<file path="src/rtl/div_sched_if.sv">
// Request/result bundle between the shared divider and its requesters.
interface div_sched_if #(
  parameter int unsigned NREQ  = 4,
  parameter int unsigned NUM_W = 32,
  parameter int unsigned DEN_W = 20,
  parameter int unsigned QUO_W = 16
);
  logic [NREQ-1:0]       req;
  logic [NREQ*NUM_W-1:0] num;
  logic [NREQ*DEN_W-1:0] den;
  logic [NREQ-1:0]       gnt;
  logic                  busy;
  logic [NREQ-1:0]       done;
  logic [QUO_W-1:0]      quo;
  logic                  sat;

  // Requester side
  modport master (
    output req, num, den,
    input  gnt, busy, done, quo, sat
  );

  // Divider side
  modport slave (
    input  req, num, den,
    output gnt, busy, done, quo, sat
  );
endinterface

</file>
<file path="src/rtl/div_sched.sv">
// Shared restoring divider with a round-robin scheduler. One quotient bit per cycle,
// saturating QUO_W-bit result, divide-by-zero reported through sat.
module div_sched #(
  parameter int unsigned NREQ  = 4,
  parameter int unsigned NUM_W = 32,
  parameter int unsigned DEN_W = 20,
  parameter int unsigned QUO_W = 16
) (
  input logic         clk,
  input logic         reset_n,
  div_sched_if.slave  bus
);

  localparam int unsigned IdxW = (NREQ > 1) ? $clog2(NREQ) : 1;
  localparam int unsigned CntW = $clog2(NUM_W + 1);

  typedef enum logic [1:0] {StIdle, StDiv, StDone, StRelease} state_e;

  state_e             state_q, state_d;
  logic [IdxW-1:0]    ptr_q, ptr_d;
  logic [IdxW-1:0]    idx_q, idx_d;
  logic [NREQ-1:0]    gnt_q, gnt_d;
  logic               busy_q, busy_d;
  logic [NREQ-1:0]    done_q, done_d;
  logic [QUO_W-1:0]   quo_q, quo_d;
  logic               sat_q, sat_d;
  // Dividend shifts out MSB-first while quotient bits shift in at the LSB,
  // so after NUM_W steps this register holds the full quotient.
  logic [NUM_W-1:0]   dvd_q, dvd_d;
  logic [DEN_W-1:0]   den_q, den_d;
  logic [DEN_W-1:0]   rem_q, rem_d;
  logic [CntW-1:0]    cnt_q, cnt_d;
  logic               zero_q, zero_d;

  logic               found;
  logic [IdxW-1:0]    win, cidx;
  logic [NREQ-1:0]    win_oh;
  int unsigned        cand;
  logic [NUM_W-1:0]   sel_num;
  logic [DEN_W-1:0]   sel_den;
  logic [DEN_W:0]     rem_sh;
  logic               ge;
  logic [DEN_W-1:0]   rem_nxt;

  // Circular search for the first pending request at or after ptr.
  always_comb begin
    found = 1'b0;
    win   = '0;
    cidx  = '0;
    cand  = 0;
    for (int unsigned k = 0; k < NREQ; k++) begin
      cand = (32'(ptr_q) + k) % NREQ;
      cidx = IdxW'(cand);
      if (!found && bus.req[cidx]) begin
        found = 1'b1;
        win   = cidx;
      end
    end
    win_oh      = '0;
    win_oh[win] = 1'b1;
  end

  // Select the winner's operands.
  always_comb begin
    sel_num = '0;
    sel_den = '0;
    for (int unsigned i = 0; i < NREQ; i++) begin
      if (win == IdxW'(i)) begin
        sel_num = bus.num[i*NUM_W +: NUM_W];
        sel_den = bus.den[i*DEN_W +: DEN_W];
      end
    end
  end

  // One restoring step; the difference is < den when taken, so DEN_W bits suffice.
  always_comb begin
    rem_sh  = {rem_q, dvd_q[NUM_W-1]};
    ge      = (rem_sh >= {1'b0, den_q});
    rem_nxt = ge ? (rem_sh[DEN_W-1:0] - den_q) : rem_sh[DEN_W-1:0];
  end

  // Next-state and registered-output logic.
  always_comb begin
    state_d = state_q;
    ptr_d   = ptr_q;
    idx_d   = idx_q;
    gnt_d   = gnt_q;
    busy_d  = busy_q;
    done_d  = done_q;
    quo_d   = quo_q;
    sat_d   = sat_q;
    dvd_d   = dvd_q;
    den_d   = den_q;
    rem_d   = rem_q;
    cnt_d   = cnt_q;
    zero_d  = zero_q;
    unique case (state_q)
      StIdle: begin
        if (found) begin
          idx_d   = win;
          gnt_d   = win_oh;
          busy_d  = 1'b1;
          dvd_d   = sel_num;
          den_d   = sel_den;
          rem_d   = '0;
          cnt_d   = CntW'(NUM_W);
          zero_d  = (sel_den == '0);
          state_d = (sel_den == '0) ? StDone : StDiv;
        end
      end
      StDiv: begin
        dvd_d = {dvd_q[NUM_W-2:0], ge};
        rem_d = rem_nxt;
        cnt_d = cnt_q - 1'b1;
        if (cnt_q == CntW'(1)) begin
          state_d = StDone;
        end
      end
      StDone: begin
        done_d = gnt_q;
        if (zero_q || (|dvd_q[NUM_W-1:QUO_W])) begin
          quo_d = '1;
          sat_d = 1'b1;
        end else begin
          quo_d = dvd_q[QUO_W-1:0];
          sat_d = 1'b0;
        end
        state_d = StRelease;
      end
      StRelease: begin
        gnt_d   = '0;
        busy_d  = 1'b0;
        done_d  = '0;
        ptr_d   = (idx_q == IdxW'(NREQ - 1)) ? '0 : idx_q + 1'b1;
        state_d = StIdle;
      end
      default: state_d = StIdle;
    endcase
  end

  // State registers; reset drops any in-flight operation.
  always_ff @(posedge clk or negedge reset_n) begin
    if (!reset_n) begin
      state_q <= StIdle;
      ptr_q   <= '0;
      idx_q   <= '0;
      gnt_q   <= '0;
      busy_q  <= 1'b0;
      done_q  <= '0;
      quo_q   <= '0;
      sat_q   <= 1'b0;
      dvd_q   <= '0;
      den_q   <= '0;
      rem_q   <= '0;
      cnt_q   <= '0;
      zero_q  <= 1'b0;
    end else begin
      state_q <= state_d;
      ptr_q   <= ptr_d;
      idx_q   <= idx_d;
      gnt_q   <= gnt_d;
      busy_q  <= busy_d;
      done_q  <= done_d;
      quo_q   <= quo_d;
      sat_q   <= sat_d;
      dvd_q   <= dvd_d;
      den_q   <= den_d;
      rem_q   <= rem_d;
      cnt_q   <= cnt_d;
      zero_q  <= zero_d;
    end
  end

  assign bus.gnt  = gnt_q;
  assign bus.busy = busy_q;
  assign bus.done = done_q;
  assign bus.quo  = quo_q;
  assign bus.sat  = sat_q;

endmodule
</file>
<file path="src/flat_wrapper.sv">
// flat-port wrapper written by rule: the top's interface ports become plain ports
module div_sched_flat 
#(
  parameter int unsigned NREQ  = 4,
  parameter int unsigned NUM_W = 32,
  parameter int unsigned DEN_W = 20,
  parameter int unsigned QUO_W = 16
)
  (clk, reset_n, bus_req, bus_num, bus_den, bus_gnt, bus_busy, bus_done, bus_quo, bus_sat);
  div_sched_if #(.NREQ(NREQ), .NUM_W(NUM_W), .DEN_W(DEN_W), .QUO_W(QUO_W)) bus_i ();
  input logic clk;
  input logic reset_n;
  input wire logic [$bits(bus_i.req)-1:0] bus_req;
  input wire logic [$bits(bus_i.num)-1:0] bus_num;
  input wire logic [$bits(bus_i.den)-1:0] bus_den;
  output wire logic [$bits(bus_i.gnt)-1:0] bus_gnt;
  output wire logic [$bits(bus_i.busy)-1:0] bus_busy;
  output wire logic [$bits(bus_i.done)-1:0] bus_done;
  output wire logic [$bits(bus_i.quo)-1:0] bus_quo;
  output wire logic [$bits(bus_i.sat)-1:0] bus_sat;
  assign bus_i.req = bus_req;
  assign bus_i.num = bus_num;
  assign bus_i.den = bus_den;
  assign bus_gnt = bus_i.gnt;
  assign bus_busy = bus_i.busy;
  assign bus_done = bus_i.done;
  assign bus_quo = bus_i.quo;
  assign bus_sat = bus_i.sat;
  div_sched #(.NREQ(NREQ), .NUM_W(NUM_W), .DEN_W(DEN_W), .QUO_W(QUO_W)) u_core (.clk(clk), .reset_n(reset_n), .bus(bus_i));
endmodule
</file>
<file path="config.mk">
export PLATFORM = sky130hd
export DESIGN_NAME = div_sched_flat
export DESIGN_NICKNAME = d
export VERILOG_FILES = /design/src/rtl/div_sched_if.sv /design/src/rtl/div_sched.sv /design/src/flat_wrapper.sv
export SDC_FILE = /design/constraint.sdc
export NUM_CORES = 1
export LEC_CHECK = 0
export CAP_MARGIN = 10
export CORE_MARGIN = 5
export CORE_UTILIZATION = 40
export DETAILED_ROUTE_END_ITERATION = 10
export PLACE_DENSITY_LB_ADDON = 0.05
export SLEW_MARGIN = 25
export SYNTH_ARGS = -nofsm -noshare
export SYNTH_HDL_FRONTEND = slang
export SYNTH_SLANG_ARGS = --single-unit
</file>
<file path="constraint.sdc">
create_clock -name clk -period 7.24 [get_ports clk]
set_clock_uncertainty 0.05 [all_clocks]
set_input_delay 1.448 -clock clk [delete_from_list [all_inputs] [get_ports clk]]
set_output_delay 1.448 -clock clk [all_outputs]
set_load 0.03 [all_outputs]
</file>
# Yosys cells after proc, flatten, opt, wreduce, memory -nomap -nowiden
# Index checks and enable logic that the tools add are counted.
# totals
regBits	111
output_inout_bits	26
# classes
addsub	6
order_cmp	7
n_eq_ne	10
muxes	45
reduce_logical	19
# ops
operator	count
2-to-1 mux 32 bit	5
2-to-1 mux 20 bit	6
case mux 32 bit (2 select lines)	1
case mux 20 bit (2 select lines)	1
>= comparator 21 x 20 -> 1 bit	1
logical NOT 20 bit	1
subtractor 20 bit	1
2-to-1 mux 16 bit	1
2-to-1 mux 2 bit	8
case mux 4 bit (2 select lines)	2
OR reduction 16 bit	1
less-than comparator 2 x 3 -> 1 bit, second input constant	5
case mux 6 bit (2 select lines)	1
2-to-1 mux 1 bit	11
equality test 2 bit, second input constant	5
binary-select mux 1 bit (select 2 bit)	4
case mux 2 bit (4 select lines)	1
AND reduction 2 bit	4
equality test 6 x 1 -> 1 bit, second input constant	1
2-to-1 mux 6 bit	1
nonzero test 2 bit	3
subtractor 6 x 1 -> 6 bit, second input constant	1
adder 2 x 1 -> 2 bit, second input constant	2
adder 2 bit, second input constant	2
10 further kinds	18

# Depth between registers and ports, before layout
# Gate-level depths: netlist of the first run.
# logic_depth
depth_word	21
ltp_mapped	13
ltp_nobuf	12

# Worst setup path before layout of the first run
# Ideal clock, no wire load.
# synth_path
path_type	in2reg
startpoint	input bus_req[3]
endpoint	register u_core.state_q[0]
arrival_ps	3259
path_slack_ps	3800
stages	9
path_buffers	1
cell_sequence	nand2b_1 > a211oi_2 > nor2_2 > buf_2 > mux2_2 > nand4_1 > or3_4 > nor4_4 > a211oi_1
# synth_between
elab_chain_len	21
word_cells_on_any_way	36
cone_classes	eq/ne: 4; mux: 23; reduce/logical: 9
# synth_rtl
element	line	rtl
start, declared	flat_wrapper.sv:13	input wire logic [$bits(bus_i.req)-1:0] bus_req;
binary-select mux 1 bit (select 2 bit)	div_sched.sv:54	if (!found && bus.req[cidx]) begin
2-to-1 mux 1 bit (not written as such)	div_sched.sv:54	
2-to-1 mux 1 bit	div_sched.sv:54	
logical NOT 1 bit	div_sched.sv:54	
logical AND 1 bit	div_sched.sv:54	
2-to-1 mux 1 bit	div_sched.sv:54	
logical NOT 1 bit	div_sched.sv:54	
logical AND 1 bit	div_sched.sv:54	
[... 2 more ...]	-	
logical AND 1 bit	div_sched.sv:54	
2-to-1 mux 2 bit	div_sched.sv:54	
logical NOT 2 bit	div_sched.sv:68	if (win == IdxW'(i)) begin
2-to-1 mux 20 bit (4 in series)	div_sched.sv:68	
logical NOT 20 bit	div_sched.sv:108	state_d = (sel_den == '0) ? StDone : StDiv;
2-to-1 mux 2 bit	div_sched.sv:108	
2-to-1 mux 2 bit	div_sched.sv:99	if (found) begin
case mux 2 bit (4 select lines)	div_sched.sv:97	unique case (state_q)
end signal, assigned	div_sched.sv:144	state_q <= StIdle;
end signal, assigned	div_sched.sv:158	state_q <= state_d;
end, declared	div_sched.sv:19	state_e state_q, state_d;
# Parallel ways exist; a longest one is shown, timed or not. The select of a mux whose other input is x is not followed.
# A chain may end at the register's enable or synchronous reset.

# Worst setup path in the final report of the first run
# layout_path
startpoint	input bus_req[2]
endpoint	register u_core.state_q[0]
# Same word-level chain as after synthesis.

==> flow_metrics.env, run 1 <==
export IMPL_outcome="complete, no violations"
export IMPL_synth_seq_cells=111
export IMPL_grt_antenna_before_repair=0
export IMPL_syn_area_per_cell_um2=7.93
export IMPL_whs_ns=0.438
export IMPL_gr_usage_all_layers=0.229
export IMPL_grt_pass1_vias=7746
export IMPL_dp_worst_setup_slack_ns=2.75
export IMPL_drc_errors=0
export IMPL_rows=51
export IMPL_relSlewSlack=0.352
export IMPL_synth_area_um2=7830
export IMPL_clock_fmax_mhz=241
export IMPL_initialDrtViolationCount=430
export IMPL_area_sequential_um2=2780
export IMPL_final_min_clock_period_ns=4.14
export IMPL_clock_power_share=0.366
export IMPL_drv_slew=0
export IMPL_most_common_layout_cells="nand2_1, clkdlybuf4s50_1, dfrtp_1"
export IMPL_cts_hold_buf=0
export IMPL_dieArea_um2=22500
export IMPL_crit_chain="clkdlybuf4s50_1 -> nand2b_1 -> a21o_1 -> o211a_4 -> buf_4 -> a211oi_1 -> o22a_1 -> nand3_1 -> or3_4 -> nor4_4 -> a211oi_1"
export IMPL_overflow=0
export IMPL_multiInputGateArea_um2=4700
export IMPL_rsz0062_at_grt="no"
export IMPL_synth_ff_type="dfrtp_1"
export IMPL_critPathCaptureType="flip-flop"
export IMPL_hp_class="reg -> reg"
export IMPL_cts_resized=0
export IMPL_routed_via_count=7838
export IMPL_worst_pin_slew_ns=0.969
export IMPL_drtPass1Iterations=4
export IMPL_syn_to_final_growth_pct=36.5
export IMPL_gp_congestion=0.833
export IMPL_final_nets=1425
export IMPL_critPathMostFrequentCell="a211oi_1"
export IMPL_cts_setup_buffers=0
export IMPL_crit_path_top_delay_cell="clkdlybuf4s50_1"
export IMPL_ir_drop_mv=0.101
export IMPL_path_max_fanout=68
export IMPL_max_cap_violations=0
export IMPL_htree_levels=3
export IMPL_post_place_cells=1436
export IMPL_synth_cells=988
export IMPL_io_buffers=239
export IMPL_syn_nets=1231
export IMPL_drive_gt1_frac=0.0649
export IMPL_diodes=0
export IMPL_crit_required_ns=7.42
export IMPL_seq_area_frac_synth=0.355
export IMPL_antenna_left=0
export IMPL_finalCritPeriodShare=0.572
export IMPL_final_common_cell="nand2_1"
export IMPL_initial_utilization=0.404
export IMPL_async_flop_share=1.00
export IMPL_cts_buffers=9
export IMPL_layout_cells_non_filler=1452
export IMPL_final_core_util=0.551
export IMPL_grt_max_degree=75
export IMPL_fin_ws_ns=3.10
export IMPL_coreArea_um2=19400
export IMPL_hold_viol=0
export IMPL_clk_path_buf_depth=2
export IMPL_cts_sinks=111
export IMPL_p_leak_nw=4.25
export IMPL_worstPathArrival_ns=4.33
export IMPL_synth_edf_count=0
export IMPL_wl_per_cell_um=17.9
export IMPL_die_w_um=150
export IMPL_post_dp_hpwl_um=18900
export IMPL_startpoint_type="primary input"
export IMPL_grt_first_pass_wirelength_um=41200
export IMPL_cts_tree="built"
export IMPL_chipHeight_um=150
export IMPL_yosysWarnings=0
export IMPL_setup_viol=0
export IMPL_switching_power_mw=0.368
export IMPL_critPathTopFamily="compound AO/OA/AOI/OAI gates"
export IMPL_p_comb_frac=0.185
export IMPL_crit_path_max_incr_delay_ns=0.53
export IMPL_cts_root_buf="clkbuf_16"
export IMPL_yosysUniqueCellTypes=58
export IMPL_fin_tns_setup_ns=0
export IMPL_viasPerCell=5.40
export IMPL_switching_share=0.267
export IMPL_fillerInstances=1872
export IMPL_path_class="in -> reg"
export IMPL_path_clk_slew_ns=0.08
export IMPL_p_per_area_nw_per_um2=129
export IMPL_power_internal_mw=1.01
export IMPL_ios=240
export IMPL_path_buf_inv=2
export IMPL_clk_latency_ns=0.36
export IMPL_share_seq_of_total_power=0.450
export IMPL_finalWirelength_um=26000
## state kept, by name, summed over array words and instances, names as in the netlist
signal and flops:
u_core.dvd_q 32, u_core.den_q 20, u_core.rem_q 20, u_core.bus.quo 16, u_core.cnt_q 6, u_core.bus.done 4, u_core.bus.gnt 4, u_core.idx_q 2
u_core.ptr_q 2, u_core.state_q 2, u_core.bus.busy 1, u_core.bus.sat 1, u_core.zero_q 1
## power by group through the flow
stage	clock network, mW	registers (mW)	logic (mW)
2_1_floorplan	0	0.632	0.0971
3_3_place_gp	0	0.632	0.255
3_5_place_dp	0	0.632	0.255
4_1_cts	0.520	0.619	0.257
5_1_grt	0.542	0.619	0.279
6_report	0.504	0.619	0.254
## area by class of cell
type | instances | area share
clock buffer | 9 | 0.0211
sequential | 111 | 0.260
clock inverter | 7 | 0.00667
tap | 265 | 0.0310
timing repair buffer | 251 | 0.232
multi-input combinational | 780 | 0.439
inverter | 29 | 0.0102
## metal layers
metal  global-route usage  up-vias  share of wire  routed length (um)
li1                     -     3930              -                   -
met1                0.327     3672           0.48               12600
met2                0.342      210           0.43               11100
met3               0.0663       26          0.071                1830
met4               0.0512        0          0.018                 460
met5                    0        -              0                   0
## cells in the mapped netlist, types with 17 or more instances
| master | count | area share |
|---|---|---|
| a21oi_1 | 51 | 0.033 |
| a31oi_1 | 33 | 0.026 |
| and3_1 | 27 | 0.022 |
| clkbuf_1 | 52 | 0.025 |
| dfrtp_1 | 111 | 0.35 |
| ha_1 | 28 | 0.045 |
| inv_1 | 29 | 0.014 |
| mux2_2 | 35 | 0.050 |
| mux2i_1 | 31 | 0.040 |
| nand2_1 | 251 | 0.12 |
| nand3_1 | 40 | 0.026 |
| nor2_1 | 30 | 0.014 |
| o21ai_0 | 65 | 0.042 |
| o22a_1 | 17 | 0.019 |
| o22ai_1 | 48 | 0.038 |
## final timing paths
check | start | to | slack, ns | depth (start not counted)
min | u_core.den_q[7] | u_core.den_q[7] | 0.44 | 2
min in group asynchronous | reset_n | u_core.rem_q[11] | 1.00 | 1
max | bus_req[2] | u_core.state_q[0] | 3.10 | 11
max reg2reg | u_core.ptr_q[1] | u_core.state_q[0] | 4.09 | 10
min reg2reg | u_core.den_q[7] | u_core.den_q[7] | 0.44 | 2
max in group asynchronous | reset_n | u_core.den_q[18] | 5.08 | 2
## cells by family (layout without fill, tap and decap cells)
family / Yosys count / after routing / share of synthesized area
buffers and inverters: 97 / 296 / 0.0500
multiplexers: 66 / 66 / 0.0899
AO/OA/AOI/OAI: 268 / 268 / 0.214
XOR/XNOR: 12 / 12 / 0.0134
adder cells (fa/ha/maj): 29 / 29 / 0.0473
flip-flops: 111 / 111 / 0.355
AND/OR/NAND/NOR: 405 / 405 / 0.231
## worst min-delay path, cell delays in order, from the launching register on
cell,delay (ns)
dfrtp_1,0.34
nand2_1,0.05
o21ai_0,0.06
## per-stage QoR
step           power [mW]  area, um^2
2_1_floorplan       0.729        7830
3_3_place_gp        0.887       10400
3_5_place_dp        0.887       10400
4_1_cts              1.40       10700
5_1_grt              1.44       10700
6_report             1.38       10700
(Power assumes the default switching activity.)
==> run 2, diff against run 1 <==
==> constraint.sdc (replaced) <==
create_clock -name clk -period 4.19 [get_ports clk]
set_clock_uncertainty 0.05 [all_clocks]
set_input_delay 0.838 -clock clk [delete_from_list [all_inputs] [get_ports clk]]
set_output_delay 0.838 -clock clk [all_outputs]
set_load 0.03 [all_outputs]
==> run 2 against run 1 <==
  * Setup slack got worse by 2.3 ns
  * First-iteration DRC count decreased by 8.4%
  * Register-to-register slack got worse by 2.9 ns
  * Sequential power increased by 73%
  * Global-route usage increased by 0.32 points
  * Combinational power increased by 74%
  * Die area unchanged
==> flow_metrics.env, run 2 (synthesis results as in run 1) <==
export IMPL_initialDrtViolationCount=394
export IMPL_finalCritPeriodShare=0.807
export IMPL_dp_worst_setup_slack_ns=0.414
export IMPL_ir_drop_mv=0.152
export IMPL_clk_latency_ns=0.36
export IMPL_syn_to_final_growth_pct=37.0
export IMPL_gr_usage_all_layers=0.232
export IMPL_htree_levels=3
export IMPL_setup_viol=0
export IMPL_grt_antenna_before_repair=0
export IMPL_chipHeight_um=150
export IMPL_drtPass1Iterations=5
export IMPL_drc_errors=0
export IMPL_crit_chain="clkdlybuf4s50_1 -> nand2b_1 -> a211oi_2 -> or2_2 -> buf_4 -> nand2_1 -> nand3_1 -> nand2_1 -> nand4_1 -> nor4_4 -> a211o_1"
export IMPL_cts_resized=0
export IMPL_clock_fmax_mhz=296
export IMPL_path_buf_inv=2
export IMPL_grt_max_degree=112
export IMPL_initial_utilization=0.404
export IMPL_most_common_layout_cells="nand2_1, clkdlybuf4s50_1, dfrtp_1"
export IMPL_coreArea_um2=19400
export IMPL_power_total_mw=2.36
export IMPL_cts_hold_buf=0
export IMPL_wl_per_cell_um=18.0
export IMPL_critPathMostFrequentCell="nand2_1"
export IMPL_whs_ns=0.435
export IMPL_cts_root_buf="clkbuf_16"
export IMPL_gp_congestion=0.852
export IMPL_cts_buffers=9
export IMPL_dieArea_um2=22500
export IMPL_crit_required_ns=4.40
export IMPL_final_min_clock_period_ns=3.38
export IMPL_path_clk_slew_ns=0.08
export IMPL_top_register="u_core.dvd_q"
export IMPL_critPathTopFamily="simple AND/OR/NAND/NOR gates"
export IMPL_diodes=0
export IMPL_grt_pass1_vias=7825
export IMPL_largest_register_ffs=32
export IMPL_final_core_util=0.553
export IMPL_cts_setup_buffers=0
export IMPL_finalWirelength_um=26300
export IMPL_worstPathArrival_ns=3.59
export IMPL_max_cap_violations=0
export IMPL_final_common_cell="nand2_1"
export IMPL_relSlewSlack=0.380
export IMPL_final_nets=1430
export IMPL_drv_slew=0
export IMPL_crit_path_top_delay_cell="buf_4"
export IMPL_grt_first_pass_wirelength_um=41600
export IMPL_io_buffers=239
export IMPL_rsz0062_at_grt="no"
export IMPL_viasPerCell=5.44
export IMPL_overflow=0
export IMPL_hp_class="reg -> reg"
export IMPL_cts_tree="built"
export IMPL_post_place_cells=1441
export IMPL_hold_viol=0
export IMPL_clk_path_buf_depth=2
export IMPL_path_max_fanout=59
export IMPL_fin_ws_ns=0.809
export IMPL_post_dp_hpwl_um=19400
export IMPL_rows=51
export IMPL_p_per_area_nw_per_um2=220
export IMPL_design_area_um2=10700
export IMPL_critPathCaptureType="flip-flop"
export IMPL_die_w_um=150
export IMPL_outcome="complete, no violations"
export IMPL_layout_cells_non_filler=1457
export IMPL_antenna_left=0
export IMPL_drive_gt1_frac=0.0680
export IMPL_cts_sinks=111
export IMPL_fillerInstances=1867
export IMPL_routed_via_count=7920
export IMPL_crit_path_max_incr_delay_ns=0.49
export IMPL_path_class="in -> reg"
export IMPL_fin_tns_setup_ns=0
export IMPL_worst_pin_slew_ns=0.922
export IMPL_place_area_um2=10400
export IMPL_p_leak_nw=4.28
export IMPL_startpoint_type="primary input"
export IMPL_reg_top3="u_core.dvd_q (32), u_core.den_q (20), u_core.rem_q (20)"
export IMPL_ios=240
==> run 2: cell count changes in the layout (fill, tap and decap cells not counted), sizes merged <==
cell,change
buf,+5
clkbuf,+1
inv,-1
==> run 2: worst paths after layout <==
path                                        from                  to  slack, ns  depth (start not counted)
max in group asynchronous                reset_n  u_core.bus.quo[15]       3.11                          2
min in group asynchronous                reset_n     u_core.rem_q[7]       0.47                          2
worst max-delay path                  bus_req[3]   u_core.state_q[1]       0.81                         11
worst min register to register  u_core.den_q[14]    u_core.den_q[14]       0.44                          2
worst min-delay path            u_core.den_q[14]    u_core.den_q[14]       0.44                          2
worst max register to register   u_core.den_q[2]    u_core.rem_q[18]       1.18                         11
==> run 2: per-layer routing <==
layer / share of wire / up-vias / GRT usage
met2: 0.43 / 247 / 0.349
met5: 0 / - / 0
li1: - / 3936 / -
met4: 0.017 / 0 / 0.0554
met1: 0.47 / 3710 / 0.331
met3: 0.076 / 27 / 0.0636
==> run 2: where the power goes <==
part / switching [mW] / internal, mW
Clock: 0.430 / 0.415
Sequential: 0 / 1.07
Combinational: 0.188 / 0.255
==> run 2: worst register-to-register path: stages, from the launching register on <==
cell      delay, ns
dfrtp_1        0.38
inv_1          0.09
ha_1           0.34
nor2b_1        0.18
o31a_1         0.27
o21ai_1        0.24
o21ai_1        0.16
a221oi_1       0.40
o21ai_0        0.23
a31oi_1        0.28
mux2i_1        0.22
nand2_1        0.07
==> run 2: final cells by class <==
| type | count | area [um^2] | area share |
|---|---|---|---|
| repair buffers | 256 | 2540 | 0.237 |
| well taps | 265 | 332 | 0.0309 |
| clock buffers | 10 | 229 | 0.0213 |
| inverters | 29 | 109 | 0.0101 |
| multi-input cells | 780 | 4690 | 0.437 |
| flip-flops and latches | 111 | 2780 | 0.259 |
| clock inverters | 6 | 52.6 | 0.00490 |
==> run 3, diff against run 2 <==
==> constraint.sdc (replaced) <==
create_clock -name clk -period 3.3 [get_ports clk]
set_clock_uncertainty 0.05 [all_clocks]
set_input_delay 0.66 -clock clk [delete_from_list [all_inputs] [get_ports clk]]
set_output_delay 0.66 -clock clk [all_outputs]
set_load 0.03 [all_outputs]
==> run 3 against run 2 <==
  * Sequential power is 27% higher
  * Setup slack worse by 0.54 ns
  * Clock-buffer cell count is 1 lower
  * Power is 30% higher
  * Wire length is 0.88% lower
  * Combinational power is 30% higher
  * Die area stayed put
==> flow_metrics.env, run 3 (synthesis results as in run 1) <==
export IMPL_post_place_cells=1454
export IMPL_critPathCaptureType="flip-flop"
export IMPL_gr_usage_all_layers=0.229
export IMPL_critPathMostFrequentCell="a211oi_1"
export IMPL_syn_to_final_growth_pct=38.9
export IMPL_final_common_cell="nand2_1"
export IMPL_ir_drop_mv=0.202
export IMPL_p_per_area_nw_per_um2=283
export IMPL_post_dp_hpwl_um=19800
export IMPL_power_total_mw=3.08
export IMPL_cts_setup_buffers=0
export IMPL_cts_resized=0
export IMPL_drive_gt1_frac=0.0788
export IMPL_cts_buffers=9
export IMPL_fin_ws_ns=0.265
export IMPL_largest_register_ffs=32
export IMPL_worstPathArrival_ns=3.23
export IMPL_gp_congestion=0.831
export IMPL_drtPass1Iterations=5
export IMPL_initial_utilization=0.404
export IMPL_grt_antenna_before_repair=0
export IMPL_routed_via_count=7998
export IMPL_path_class="in -> reg"
export IMPL_grt_pass1_vias=7770
export IMPL_overflow=0
export IMPL_rows=51
export IMPL_wl_per_cell_um=17.7
export IMPL_cts_tree="built"
export IMPL_drc_errors=0
export IMPL_fillerInstances=1871
export IMPL_initialDrtViolationCount=535
export IMPL_path_max_fanout=6
export IMPL_grt_first_pass_wirelength_um=41100
export IMPL_relSlewSlack=0.376
export IMPL_crit_required_ns=3.49
export IMPL_chipHeight_um=150
export IMPL_antenna_left=0
export IMPL_top_register="u_core.dvd_q"
export IMPL_layout_cells_non_filler=1470
export IMPL_crit_path_top_delay_cell="clkdlybuf4s50_1"
export IMPL_drv_slew=0
export IMPL_startpoint_type="primary input"
export IMPL_crit_path_max_incr_delay_ns=0.49
export IMPL_htree_levels=3
export IMPL_viasPerCell=5.44
export IMPL_io_buffers=239
export IMPL_setup_viol=0
export IMPL_cts_root_buf="clkbuf_16"
export IMPL_hp_class="in -> async"
export IMPL_final_min_clock_period_ns=3.03
export IMPL_hold_viol=0
export IMPL_clock_fmax_mhz=329
export IMPL_path_clk_slew_ns=0.08
export IMPL_max_cap_violations=0
export IMPL_grt_max_degree=58
export IMPL_whs_ns=0.302
export IMPL_most_common_layout_cells="nand2_1, clkdlybuf4s50_1, dfrtp_1"
export IMPL_reg_top3="u_core.dvd_q (32), u_core.den_q (20), u_core.rem_q (20)"
export IMPL_finalWirelength_um=26000
export IMPL_ios=240
export IMPL_die_w_um=150
export IMPL_rsz0062_at_grt="no"
export IMPL_cts_sinks=111
export IMPL_diodes=0
export IMPL_critPathTopFamily="simple AND/OR/NAND/NOR gates"
export IMPL_final_nets=1443
export IMPL_clk_latency_ns=0.37
export IMPL_finalCritPeriodShare=0.920
export IMPL_crit_chain="clkdlybuf4s50_1 -> nor3b_2 -> a211oi_2 -> or2_2 -> a211oi_1 -> o22a_1 -> nand3_1 -> or3_4 -> nor4_4 -> a211oi_1"
export IMPL_cts_hold_buf=0
export IMPL_dp_worst_setup_slack_ns=-0.119
export IMPL_path_buf_inv=1
export IMPL_dieArea_um2=22500
export IMPL_worst_pin_slew_ns=0.936
export IMPL_clk_path_buf_depth=2
export IMPL_outcome="complete, no violations"
export IMPL_p_leak_nw=4.36
export IMPL_coreArea_um2=19400
==> run 3: cell count changes in the layout (fill, tap and decap cells not counted) <==
cell and change:
buf_4 +11, buf_12 +2, clkinv_8 +2, inv_6 +2, inv_8 -2, clkbuf_1 -1
clkinv_2 -1, clkinvlp_4 -1, inv_12 +1
==> run 3: layer usage <==
metal / vias to the layer above / global-route usage / wire [um]
met1: 3762 / 0.321 / 12100
li1: 3965 / - / -
met5: - / 0 / 0
met3: 23 / 0.0609 / 2100
met2: 248 / 0.357 / 11500
met4: 0 / 0.0508 / 335
==> run 3: worst paths after layout <==
| kind | slack, ns | endpoint | cells past startpoint | start |
|---|---|---|---|---|
| worst max-delay path | 0.27 | u_core.state_q[0] | 10 | bus_req[1] |
| worst max register to register | 0.28 | u_core.rem_q[18] | 12 | u_core.dvd_q[31] |
| worst min-delay path | 0.30 | u_core.dvd_q[30] | 1 | reset_n |
| min in group clk | 0.43 | u_core.den_q[13] | 2 | u_core.den_q[13] |
| worst min register to register | 0.43 | u_core.den_q[13] | 2 | u_core.den_q[13] |
| max in group asynchronous | 2.15 | u_core.den_q[14] | 2 | reset_n |
==> run 3: final cells by class <==
class                           instances  area (um^2)  area share
Multi-Input combinational cell        780         4690       0.431
Sequential cell                       111         2780       0.255
Timing Repair Buffer                  269         2670       0.245
Tap cell                              265          332      0.0305
Clock buffer                            9          225      0.0207
Inverter                               29          109      0.0100
Clock inverter                          7         83.8     0.00770
==> run 3: stage by stage <==
stage / util / area, um^2 / setup TNS (ns)
global placement: 0.545 / 10600 / -0.108
finish: 0.561 / 10900 / 0
global route: 0.561 / 10900 / 0
CTS: 0.561 / 10900 / 0
detailed placement: 0.545 / 10600 / -0.390
floorplan: - / 7830 / 0
==> run 3: report_power, final <==
part	total [mW]	switching [mW]	internal (mW)	leakage (nW)
Clock	1.14	0.596	0.547	0.150
Sequential	1.36	0	1.36	1.24
Combinational	0.575	0.242	0.333	2.97
